[src/rtl/mdu_arbiter.sv]
// Two-port round-robin arbiter in front of the shared multiply/divide unit.
// Owns the MDU for one transaction at a time: latches the winning request,
// pulses mdu_start once, waits for mdu_done under a watchdog, and returns the
// result to the owning port through a valid/ready response.
//
//   state    | meaning
//   ---------+------------------------------------------------------------
//   ST_IDLE  | no transaction; combinational grant, accepts one request
//   ST_ISSUE | mdu_start high for this single cycle, watchdog loaded
//   ST_WAIT  | operands held, waiting for mdu_done or watchdog expiry
//   ST_RESP  | result presented to owner until its rsp_ready
module mdu_arbiter #(
    parameter int DATA_WIDTH     = 32,
    parameter int TIMEOUT_CYCLES = 64
) (
    input  logic                  clk,
    input  logic                  reset,

    input  logic                  req0_valid,
    output logic                  req0_ready,
    input  logic [2:0]            req0_op,
    input  logic [DATA_WIDTH-1:0] req0_x,
    input  logic [DATA_WIDTH-1:0] req0_y,
    output logic                  rsp0_valid,
    input  logic                  rsp0_ready,
    output logic [DATA_WIDTH-1:0] rsp0_data,
    output logic                  rsp0_err,

    input  logic                  req1_valid,
    output logic                  req1_ready,
    input  logic [2:0]            req1_op,
    input  logic [DATA_WIDTH-1:0] req1_x,
    input  logic [DATA_WIDTH-1:0] req1_y,
    output logic                  rsp1_valid,
    input  logic                  rsp1_ready,
    output logic [DATA_WIDTH-1:0] rsp1_data,
    output logic                  rsp1_err,

    output logic                  mdu_start,
    output logic [2:0]            mdu_operation,
    output logic [DATA_WIDTH-1:0] mdu_in_x,
    output logic [DATA_WIDTH-1:0] mdu_in_y,
    input  logic [DATA_WIDTH-1:0] mdu_out,
    input  logic                  mdu_done,
    output logic                  busy
);

    // Watchdog is a down-counter: loaded with TIMEOUT_CYCLES-1 in ISSUE so the
    // terminal count (zero) is seen on the TIMEOUT_CYCLES-th WAIT cycle.
    localparam int TW = $clog2(TIMEOUT_CYCLES);
    localparam logic [TW-1:0] TMR_LOAD = TW'(TIMEOUT_CYCLES - 1);

    typedef enum logic [1:0] {
        ST_IDLE  = 2'd0,
        ST_ISSUE = 2'd1,
        ST_WAIT  = 2'd2,
        ST_RESP  = 2'd3
    } state_t;

    state_t                state;
    logic                  last_grant;
    logic                  owner;
    logic [TW-1:0]         timer;
    logic [DATA_WIDTH-1:0] rsp_data;
    logic                  rsp_err;

    logic                  grant_valid;
    logic                  grant_port;
    logic                  accept;
    logic                  owner_ready;

    // Round-robin pick: a lone requester wins, on a tie the port that did not
    // win last time wins.
    always_comb begin
        grant_valid = 1'b0;
        grant_port  = 1'b0;
        if (req0_valid && req1_valid) begin
            grant_valid = 1'b1;
            grant_port  = ~last_grant;
        end else if (req0_valid) begin
            grant_valid = 1'b1;
            grant_port  = 1'b0;
        end else if (req1_valid) begin
            grant_valid = 1'b1;
            grant_port  = 1'b1;
        end
    end

    // Ready is also gated by reset so both ready outputs read 0 while the
    // reset net is asserted, even with a request pending.
    assign accept      = (state == ST_IDLE) && grant_valid && reset;
    assign req0_ready  = accept && !grant_port;
    assign req1_ready  = accept && grant_port;
    assign owner_ready = owner ? rsp1_ready : rsp0_ready;

    assign busy      = (state != ST_IDLE);
    assign rsp0_data = rsp_data;
    assign rsp1_data = rsp_data;
    assign rsp0_err  = rsp_err;
    assign rsp1_err  = rsp_err;

    // Transaction sequencer with registered MDU and response outputs.
    always_ff @(posedge clk or negedge reset) begin
        if (!reset) begin
            state         <= ST_IDLE;
            last_grant    <= 1'b1;
            owner         <= 1'b0;
            timer         <= '0;
            rsp_data      <= '0;
            rsp_err       <= 1'b0;
            rsp0_valid    <= 1'b0;
            rsp1_valid    <= 1'b0;
            mdu_start     <= 1'b0;
            mdu_operation <= '0;
            mdu_in_x      <= '0;
            mdu_in_y      <= '0;
        end else begin
            case (state)
                ST_IDLE: begin
                    if (accept) begin
                        owner         <= grant_port;
                        last_grant    <= grant_port;
                        mdu_operation <= grant_port ? req1_op : req0_op;
                        mdu_in_x      <= grant_port ? req1_x  : req0_x;
                        mdu_in_y      <= grant_port ? req1_y  : req0_y;
                        mdu_start     <= 1'b1;
                        state         <= ST_ISSUE;
                    end
                end
                ST_ISSUE: begin
                    mdu_start <= 1'b0;
                    timer     <= TMR_LOAD;
                    state     <= ST_WAIT;
                end
                ST_WAIT: begin
                    // done takes priority over a watchdog expiry in the same cycle
                    if (mdu_done) begin
                        rsp_data   <= mdu_out;
                        rsp_err    <= 1'b0;
                        rsp0_valid <= ~owner;
                        rsp1_valid <= owner;
                        state      <= ST_RESP;
                    end else if (timer == '0) begin
                        rsp_data   <= '1;
                        rsp_err    <= 1'b1;
                        rsp0_valid <= ~owner;
                        rsp1_valid <= owner;
                        state      <= ST_RESP;
                    end else begin
                        timer <= timer - 1'b1;
                    end
                end
                ST_RESP: begin
                    if (owner_ready) begin
                        rsp0_valid <= 1'b0;
                        rsp1_valid <= 1'b0;
                        state      <= ST_IDLE;
                    end
                end
                default: state <= ST_IDLE;
            endcase
        end
    end

endmodule
[config.mk]
export PLATFORM = sky130hd
export DESIGN_NAME = mdu_arbiter
export DESIGN_NICKNAME = d
export VERILOG_FILES = /design/src/rtl/mdu_arbiter.sv
export SDC_FILE = /design/constraint.sdc
export NUM_CORES = 1
export LEC_CHECK = 0
export ABC_AREA = 1
export BUFFER_PORTS_ARGS = -buffer_cell sky130_fd_sc_hd__buf_2
export CORE_AREA = 2 2 123 125
export DETAILED_ROUTE_END_ITERATION = 8
export DIE_AREA = 0 0 125 127
export PLACE_DENSITY_LB_ADDON = 0.1
export SLEW_MARGIN = 25
export SYNTH_ARGS = -nofsm -noshare
export SYNTH_HDL_FRONTEND = slang
export SYNTH_SLANG_ARGS = --single-unit
[constraint.sdc]
create_clock -name clk -period 2.1 [get_ports clk]
set_input_delay 0.105 -clock clk [delete_from_list [all_inputs] [get_ports clk]]
set_output_delay 0.105 -clock clk [all_outputs]
set_load 0.02 [all_outputs]
* After elaboration in Yosys (flattened, before gate mapping)
Index checks and enable logic that the tools add are counted.
** Storage, ports and cells
- Logic and storage cells :: 72
- Input bits :: 173
- Register bits :: 113
- Output and inout bits :: 139
** Cells by class
- Reductions and logical operators :: 19
- Bitwise logic cells :: 2
- Equal/unequal tests :: 8
- Add/subtract/negate cells :: 1
- Multiplexer cells :: 30
** Operators with widths (number)
- two-way mux 32 bit :: 4
- two-way mux 1 bit :: 14
- two-way mux 6 bit :: 2
- case mux 6 bit (2 select lines) :: 1
- nonzero test 2 bit :: 5
- AND reduction 3 bit :: 3
- two-way mux 2 bit :: 4
- inequality test 2 bit, second input constant :: 4
- case mux 2 bit (4 select lines) :: 1
- logical NOT 6 bit :: 1
- case mux 1 bit (2 select lines) :: 3
- AND reduction 2 bit :: 3
- subtractor 6 x 1 -> 6 bit, second input constant :: 1
- logical AND 1 bit :: 5
- == test 2 bit, second input constant :: 2
- two-way mux 3 bit :: 1
- inequality test 3 bit, second input constant :: 1
- == test 2 x 1 -> 1 bit, second input constant :: 1
- logical NOT 2 bit :: 1
- NOT 1 bit :: 2
- logical NOT 1 bit :: 1

* Longest topological paths before layout
- Word-level depth :: 7
- Depth in mapped cells :: 9
- Gate-level depth less buffers :: 9

* Least setup slack after synthesis
Ideal clock, no wire load.
- Path kind :: reg2reg
- From :: register state[0]
- To :: register mdu_in_x[10]
- Library setup time :: 0.124 ns
- Slack :: 0.544 ns
- Stages on the path, launching flop included :: 10
- Path buffers :: 2
- Arrival time :: 1.432 ns
- Data required time :: 1.976 ns
- Clock period less this slack :: 1.556 ns
- Path through :: dfrtp_1 -> inv_1 -> ha_1 -> nand2_1 -> nor2_2 -> inv_2 -> buf_2 -> buf_2 -> nand2_1 -> nand3_1
** On the way
- Longest elaborated chain between the ends :: 4
** Ends and longest elaborated chain
- from (decl) :: RTL line 60 : state_t state;
- from (signal assigned) :: RTL line 105 : state <= ST_IDLE;
- from (signal assigned) :: RTL line 127 : state <= ST_ISSUE;
- from (signal assigned) :: RTL line 133 : state <= ST_WAIT;
- logical NOT 2 bit (*) :: RTL line 91, 118
- logical AND 1 bit (2 in a row) :: RTL line 91 : assign accept = (state == ST_IDLE) && grant_valid && reset;
- AND reduction 2 bit (no line) (*)
- to (signal assigned) :: RTL line 124 : mdu_in_x <= grant_port ? req1_x : req0_x;
- to (decl) :: RTL line 41 : output logic [DATA_WIDTH-1:0] mdu_in_x,
Every way passes the cells marked *; elsewhere a longest branch is shown, timed or not.
A chain may end at the register's enable or synchronous reset.

* Worst setup path in the final report
- From :: register state[0]
- To :: output port req0_ready
** On the way
- Longest elaborated chain between the ends :: 4
** Ends and longest elaborated chain
- logical NOT 2 bit :: RTL line 91
- logical AND 1 bit (2 in a row) :: RTL line 91
- logical AND 1 bit :: RTL line 92 : assign req0_ready = accept && !grant_port;
- to (decl) :: RTL line 20 : output logic req0_ready,
No other way between the ends.

==> reports/qor_table.md <==
| Parameter | Value |
|---|---|
| Outcome | finished, final reports clean |
| TritonCTS clock tree | built |
| GRT Resource Usage Total | 22.97% |
| GP Congestion | 0.8032 |
| Leakage power figure | 0.004813 uW |
| Maximum clock insertion buffer count | 2 |
| Highest net fanout along the worst path | 4 |
| Proportion of layout cells with a drive suffix above 1 | 32.91% |
| Fin Hold WS | 0.1358 ns |
| Height of the chip | 127 um |
| Total nets after synthesis | 822 |
| Main flop type after synthesis | dfrtp_1 |
| Total global routing overflow | 0 |
| Area of the die | 0.01588 mm^2 |
| Start-to-end type of the worst setup path | reg2out |
| Avg Cell Area, Syn | 8.135 um^2 |
| Number of enable flip-flop cells after synthesis | 0 |
| Worst setup path startpoint | state[0] |
| Ys Warns | 0 |
| Minimum clock period | 1.970 ns |
| Worst EP required | 2.00 ns |
| End of the critical path | req0_ready |
| Synthesized-area fraction occupied by and/or/nand/nor cells | 29.35% |
| Kind of cell adding the most delay to the critical path | buffers and inverters |
| Sequential share of the synthesized area | 54.17% |
| Area grow syn2layout | 73.10% |
| Top cell type's share of synthesized area | 53.67% |
| Max-slew violation count | 0 |
| Post-synth top cells | 242 x nand2_1, 112 x dfrtp_1, 80 x nand3_1 |
| Share of synthesized cell area in full adder, half adder and majority cells | 1.677% |
| Residual antenna-violating net count after detailed routing | 0 |
| Synth Area in Compound Gates | 4.025% |
| Critical path's largest stage delay | 0.41 ns |
| Number of rows in the core area | 44 |
| Final non-filler cell area | 0.009040 mm^2 |
| CP Depth | 8 |
| Post-Syn Area | 0.005223 mm^2 |
| Multiplexer fraction of the synthesized cell area | 0% |
| Ratio of final minimum period to clock period | 93.79% |
| Number of input and output port buffers inserted | 311 |
| Post-detailed-routing wire length | 18460 um |
| Reg2Reg Capture Point | mdu_in_y[29] |
| Number of levels in the clock H-tree | 4 |
| Nature of the critical path startpoint | register |
| Ports placed on the boundary | 312 |
| CP bufs+invs | 4 |
| Max Cap Viol | 0 |
| Total inserted antenna cells | 0 |
| Worst min-delay path class | in2reg |
| HPWL after DPL | 11260 um |
| Relative slew margins | 48.91% |
| Slowest cell on crit path | dfrtp_1 |
| Post-route setup TNS | 0 ns |
| CTS buffer count | 17 |
| Worst reg-to-reg path cell count | 8 |
| Sequential Area | 0.002829 mm^2 |
| Cell types occupying the most area after synthesis | dfrtp_1 54%, nand2_1 17%, nand3_1 7.7% |
| Cell area after placement | 0.006751 mm^2 |
| Worst setup slack for register-to-register paths | 0.15 ns |
| Routed wire per std cell | 14.34 um |
| Count leader, synth | nand2_1 |
| Count of nets after finishing | 1270 |
| Distinct cell type count after synthesis | 19 |
| Number of cells produced by synthesis | 642 |
| Clock sink total | 113 |
| Unrepaired setup endpoints after global routing | false |
| CP Data Arrival Time | 1.86 ns |
| Final Setup Violations | 0 |
| Clock latency on the worst-skew pair | 0.41 ns |
| Launch point of the worst reg-to-reg path | state[0] |
| Vias in the first global route | 5959 |
| Worst-path cell chain | inv_1 -> ha_1 -> nand2_2 -> nor2_4 -> inv_2 -> a21oi_4 -> buf_6 -> buf_2 |
| Register bit total from synthesis | 113 |
| Combinational family with the most area after synthesis | simple AND/OR/NAND/NOR gates |
| DRT Pass-1 Iters | 5 |
| Iteration-0 DRC count of the detailed router | 260 |
| Die X | 125 um |
| Achievable clock frequency | 507.7 MHz |
| Synthesized-area fraction occupied by xor and xnor cells | 0% |
| Final setup skew | 0.005384 ns |
| Worst Tran Pin Value | 0.7664 ns |
| Filler instances | 1209 |
| Global-route wire length before repair | 29530 um |
| Number of endpoints with negative hold slack in the final report | 0 |
| Combined area of the multi-input logic cells | 0.001843 mm^2 |
| Initial antenna violation count | 0 |
| Core Footprint | 0.01442 mm^2 |
| Root Buffer | clkbuf_16 |
| Clock-pin slew on the worst setup and hold paths | 0.05 ns |
| Maximum number of pins on one net before global-route repair | 114 |
| Cell type with the largest total area after synthesis | dfrtp_1 |
| # DRC | 0 |
| Element type at the critical path end | output pin |
| Peak supply drop | 0.0006137 V |
| FFs w/ async S/R, synth | 100.0% |
| Initial standard-cell utilization of the core | 36.21% |
| Avg Vias per Cell | 4.608 |
| Via count of the routed design | 5930 |
| Areal power density over the cells | 1360 mW/mm^2 |
==> worst register-to-register path: stages, from the launching register on <==
cell,delay [ns]
dfrtp_1,0.39
inv_1,0.10
ha_1,0.23
nand2_2,0.11
nor2_4,0.06
inv_2,0.08
buf_4,0.58
nand2_1,0.21
nand3_1,0.13
==> cells in the final DEF, fill, tap and decap left out <==
cell type	Yosys	routed
buf_2	9	310
nand2_1	242	241
dlygate4sd3_1	0	168
dfrtp_1	112	112
nand3_1	80	80
inv_1	45	45
nor2_1	44	44
a21oi_1	33	33
clkbuf_16	0	17
buf_4	39	8
ha_1	7	7
clkinv_2	0	5
o21ai_0	4	4
clkinvlp_4	0	4
buf_12	0	4
nand4_1	3	3
clkinv_4	0	3
nor2_4	0	2
or2_2	2	2
nand3b_1	2	2
bufinv_16	0	2
nand2_2	0	1
inv_2	1	1
a21oi_4	1	1
o22a_1	1	1
clkbuf_8	0	1
dfstp_2	1	1
buf_6	0	1
==> metal layers <==
| layer | GRT usage [%] | wire length [um] |
|---|---|---|
| met1 | 26.82 | 7533 |
| met2 | 40.12 | 9047 |
| met3 | 6.156 | 1303 |
| met4 | 9.673 | 573 |
| met5 | 0 | 0 |
==> layout make-up <==
type | instances | share of cell area [%]
repair buffers | 491 | 37.44
well taps | 184 | 2.547
clock inverters | 14 | 1.564
multi-input cells | 421 | 20.39
flip-flops and latches | 113 | 31.29
clock buffers | 18 | 4.858
inverters | 46 | 1.910
==> sequential cells by signal, indices dropped and copies added, names as in the netlist, 2 cells and up <==
name / count
mdu_in_y: 32
mdu_in_x: 32
state: 2
rsp0_data: 32
mdu_operation: 3
timer: 6
==> how the worst min path moves through the flow <==
stage | end | startpoint | cells after the start | slack [ns]
after floorplan | mdu_in_x[0] | reset | 0 | -0.19
after global placement | rsp0_data[28] | reset | 2 | 0.28
after detailed placement | rsp0_data[28] | reset | 2 | 0.27
after global routing | mdu_start | req0_valid | 4 | 0.15
final | mdu_start | req0_valid | 4 | 0.14
after CTS | mdu_start | req0_valid | 4 | 0.12
==> report_power, final <==
group          switching, uW  internal (uW)  total (uW)
Combinational           3550           2040        5580
Clock                   1050           1770        2820
Sequential               677           3220        3900
Total                   5270           7020       12300
==> logic make-up after synthesis <==
logic type / after synthesis
AOI/OAI and AO/OA: 39
adders and majority gates: 7
buffers and inverters: 108
DFF: 113
and+or+nand+nor: 375
==> through the flow <==
stage / std cells / worst slack [ns] / power [uW] / util, %
after CTS: 1285 / 0.03142 / 12350 / 62.57
after detailed placement: 1085 / 0.1710 / 9215 / 46.81
final: 1287 / 0.1304 / 12300 / 62.67
after global placement: 1085 / 0.2308 / 9177 / 46.81
after floorplan: 642 / 0.5439 / 7563 / -
after global routing: 1287 / 0.03354 / 13100 / 62.67
==> what timing repair did <==
action | CTS | global route
endpoints found under the hold margin | 212 | 0
setup endpoints to repair | 1 | 2
pin swaps | 0 | 1
gates cloned | 0 | 0
resized for setup | 3 | 0
buffers inserted | 0 | 2
hold buffers | 168 | 0
(Power assumes the default switching activity.)
